[config.mk]
export PLATFORM = sky130hd
export DESIGN_NAME = mem_store_forward_unit
export DESIGN_NICKNAME = d
export VERILOG_FILES = /design/src/rtl/mem_store_forward_unit.sv
export SDC_FILE = /design/constraint.sdc
export NUM_CORES = 1
export LEC_CHECK = 0
export CAP_MARGIN = 20
export CORE_MARGIN = 2
export CORE_UTILIZATION = 43
export DETAILED_ROUTE_END_ITERATION = 12
export GPL_TIMING_DRIVEN = 0
export PLACE_DENSITY = 0.95
export SKIP_LAST_GASP = 1
export SYNTH_ARGS = -nofsm -noshare
export SYNTH_HDL_FRONTEND = slang
export SYNTH_SLANG_ARGS = --single-unit
export TNS_END_PERCENT = 50
[constraint.sdc]
create_clock -name clk -period 3.3 [get_ports clk]
set_clock_uncertainty 0.2 [all_clocks]
set_input_delay 0.66 -clock clk [delete_from_list [all_inputs] [get_ports clk]]
set_output_delay 0.66 -clock clk [all_outputs]
set_load 0.1 [all_outputs]
[src/rtl/mem_store_forward_unit.sv]
// Store-data forwarding for the MIPS memory stage: keeps a shadow copy of the
// previous instruction's write-back fields and steers load data or the ALU
// result onto the store-data path when the store's rt matches that producer.
module mem_store_forward_unit #(
  parameter int unsigned DATA_W = 32,
  parameter int unsigned REG_W  = 5
) (
  input  logic              clk,
  input  logic              rst_n,
  input  logic              exmem_regwrite,
  input  logic              exmem_memwrite,
  input  logic              exmem_memtoreg,
  input  logic [REG_W-1:0]  exmem_reg,
  input  logic [DATA_W-1:0] exmem_alu,
  input  logic [DATA_W-1:0] exmem_wdata,
  input  logic [DATA_W-1:0] mem_rdata,
  output logic [DATA_W-1:0] store_data,
  output logic [1:0]        fwd_sel
);

  localparam logic [1:0] SEL_NONE = 2'b00;
  localparam logic [1:0] SEL_LOAD = 2'b01;
  localparam logic [1:0] SEL_ALU  = 2'b10;

  logic              wb_regwrite;
  logic              wb_memtoreg;
  logic [REG_W-1:0]  wb_reg;
  logic [DATA_W-1:0] wb_alu;
  logic [DATA_W-1:0] wb_ldata;
  logic              fwd_active;

  // Shadow of the instruction leaving EX/MEM; reset clears any pending forward.
  always_ff @(posedge clk or negedge rst_n) begin
    if (!rst_n) begin
      wb_regwrite <= 1'b0;
      wb_memtoreg <= 1'b0;
      wb_reg      <= '0;
      wb_alu      <= '0;
      wb_ldata    <= '0;
    end else begin
      wb_regwrite <= exmem_regwrite;
      wb_memtoreg <= exmem_memtoreg;
      wb_reg      <= exmem_reg;
      wb_alu      <= exmem_alu;
      wb_ldata    <= mem_rdata;
    end
  end

  // Forward only into a store whose rt is the previous instruction's nonzero destination.
  always_comb begin
    fwd_active = 1'b0;
    fwd_sel    = SEL_NONE;
    if (exmem_memwrite && wb_regwrite && (wb_reg != REG_W'(0)) && (wb_reg == exmem_reg)) begin
      fwd_active = 1'b1;
    end
    if (fwd_active) begin
      fwd_sel = wb_memtoreg ? SEL_LOAD : SEL_ALU;
    end
  end

  // 3:1 store-data mux; the unused 11 code falls back to the register-file value.
  always_comb begin
    store_data = exmem_wdata;
    unique case (fwd_sel)
      SEL_LOAD: store_data = wb_ldata;
      SEL_ALU:  store_data = wb_alu;
      default:  store_data = exmem_wdata;
    endcase
  end

endmodule

==> out/qor.csv <==
metric,value,unit
number of nets in the layout,412,
"most common cell after layout, fill and taps aside",clkdlybuf4s50_1,
Vias per Instance,4.63,
clk buf depth,2,
layout cells sized above 1,0.383,
TritonCTS clock tree,done,
Total Power,1.93,mW
Slew HR,0.425,
Final Hold Fails,0,
Tcrit/Tclk final,0.952,
CTS root buf,clkbuf_8,
clk sinks,71,
dpl hpwl,4550,microns
final setup TNS,0,ns
most frequent cells in the layout,"clkdlybuf4s50_1 (99), dfrtp_1 (71), mux2_2 (36)",
Die W,84.3,microns
total CTS buffers,9,
Vias,1798,
total routed wirelength,6010,microns
initial DRC count,51,
Remaining DRCs,0,
Slew @ Worst Pin,0.862,ns
met3 GRT Util,0.0472,
initial core utilization,0.441,
All-Layer GR Usage,0.180,
dpl cells,372,
Finished Layout Cells,388,
pins over their slew limit,0,
Final WS setup,0.158,ns
syn nets,262,
PwrDens,435,mW/mm^2
final instance area,0.00444,sq mm
vias in the first global route,2067,
endpoint arrival time on the critical path,2.28,ns
met1 usage,0.206,
placer congestion estimate,0.678,
Mapped Area,0.00277,sq mm
MaxCap Viol Count,0,
n_diodes,0,
GRT overflow,0,
worst vdd ir,314,uV
Pleak,2.03,nW
H-tree level count,3,
final hold slack,0.251,ns
CP Capture Type,primary output,
FILL cells,444,
gr busiest metal,met2,
Post-Synthesis Cells,156,
"antenna viol nets, final",0,
Crit-path slowest cell,clkdlybuf4s50_1,
Die Y,84.3,microns
core footprint,0.00628,sq mm
Synth top area share,0.641,
Critical Path Fanout Max,7,
clk slew on worst S/H paths,0.07,ns
final core occ,0.708,
I/O Pins,140,
die area,0.00710,sq mm
CP Class,input pin to primary output,
sequential share of the synthesized area,0.641,
first-pass GRT wire length,9800,microns
Max Freq,318,MHz
"slowest stage delay, CP",0.46,ns
Hold Crit Class,input pin to asynchronous set/reset pin,
Avg WL per Cell,15.5,microns
crit path from,exmem_memwrite,
synth top area cells,"dfrtp_1 (64%), mux2_4 (15%), mux2_2 (15%)",
"Distinct cells, synth",14,
Synth-to-Final Area Change,60.3,%
largest net degree at the start of global routing,72,
hold-fix buffers at CTS,0,
endpoints failing setup,0,
met2 Use GR,0.325,
postcts setup bufs,0,
Ys Warns,0,
post-layout minimum cycle time,3.14,ns
"area leader, netlist",dfrtp_1,
Pre-Repair DR Iteration Count,4,
Avg Synthesized Cell Area,17.8,sq um
RSZ-0062 raised after global routing,no,
antenna violations before repair,0,
outcome,completed,
post-place setup slack,-0.897,ns
row cnt,29,
Buffers on Ports,139,
CP required,2.44,ns
DP Area,0.00426,sq mm
cell chain of the critical path,"clkdlybuf4s50_1, nand3_1, a211o_1, buf_6, mux2_2, buf_2",
crit start category,input pin,
cell family with most CP delay,buffers and inverters,
crit path buf inv count,3,
Yosys reg bits,71,
-- path summary, 6_finish.rpt --
kind	slack, ns	cells after the start	endpoint
setup / recovery	0.16	6	store_data[30]
hold / removal	0.25	1	wb_reg[4]
max in group asynchronous	2.10	1	wb_alu[1]
min in group clk	0.31	1	wb_reg[4]
-- report_power, final --
part	internal, mW	switching (mW)
Sequential	0.914	0.0126
Combinational	0.208	0.240
Clock	0.267	0.290
Total	1.39	0.542
-- final cells by class --
| class | count | area, sq um | area share |
|---|---|---|---|
| inverters | 1 | 3.75 | 0.000845 |
| well taps | 77 | 96.3 | 0.0217 |
| clock buffers | 11 | 131 | 0.0296 |
| multi-input cells | 76 | 911 | 0.205 |
| plain buffers | 8 | 87.6 | 0.0197 |
| repair buffers | 139 | 1410 | 0.318 |
| clock inverters | 5 | 25.0 | 0.00563 |
| flip-flops and latches | 71 | 1780 | 0.400 |
-- what timing repair did --
| item | CTS | global route |
|---|---|---|
| setup endpoints to repair | 34 | 33 |
| resized for setup | 233 | 5 |
| pin swaps | 1 | 1 |
-- layer usage --
metal	share of wire	up-vias	wire length, microns
met5	0	-	0
met4	0.016	0	95
met3	0.065	10	390
met2	0.55	81	3280
met1	0.37	870	2240
li1	-	837	-
-- cell families after synthesis --
kind of cell / after synthesis / share of synthesized area
AOI/OAI and AO/OA: 2 / 0.00632
xor gates and xnor gates: 4 / 0.0126
buffers and inverters: 9 / 0.0330
DFF: 71 / 0.641
muxes: 64 / 0.298
and+or+nand+nor: 6 / 0.00903
-- cell usage after synthesis --
master	n
clkbuf_1	3
nand2_1	1
mux2_4	28
nand3_1	2
o41ai_1	1
buf_2	1
inv_1	1
xnor2_1	4
dfrtp_1	71
nor2_1	3
buf_12	3
buf_6	1
a211o_1	1
mux2_2	36
Power figures use the tool's default switching activity.
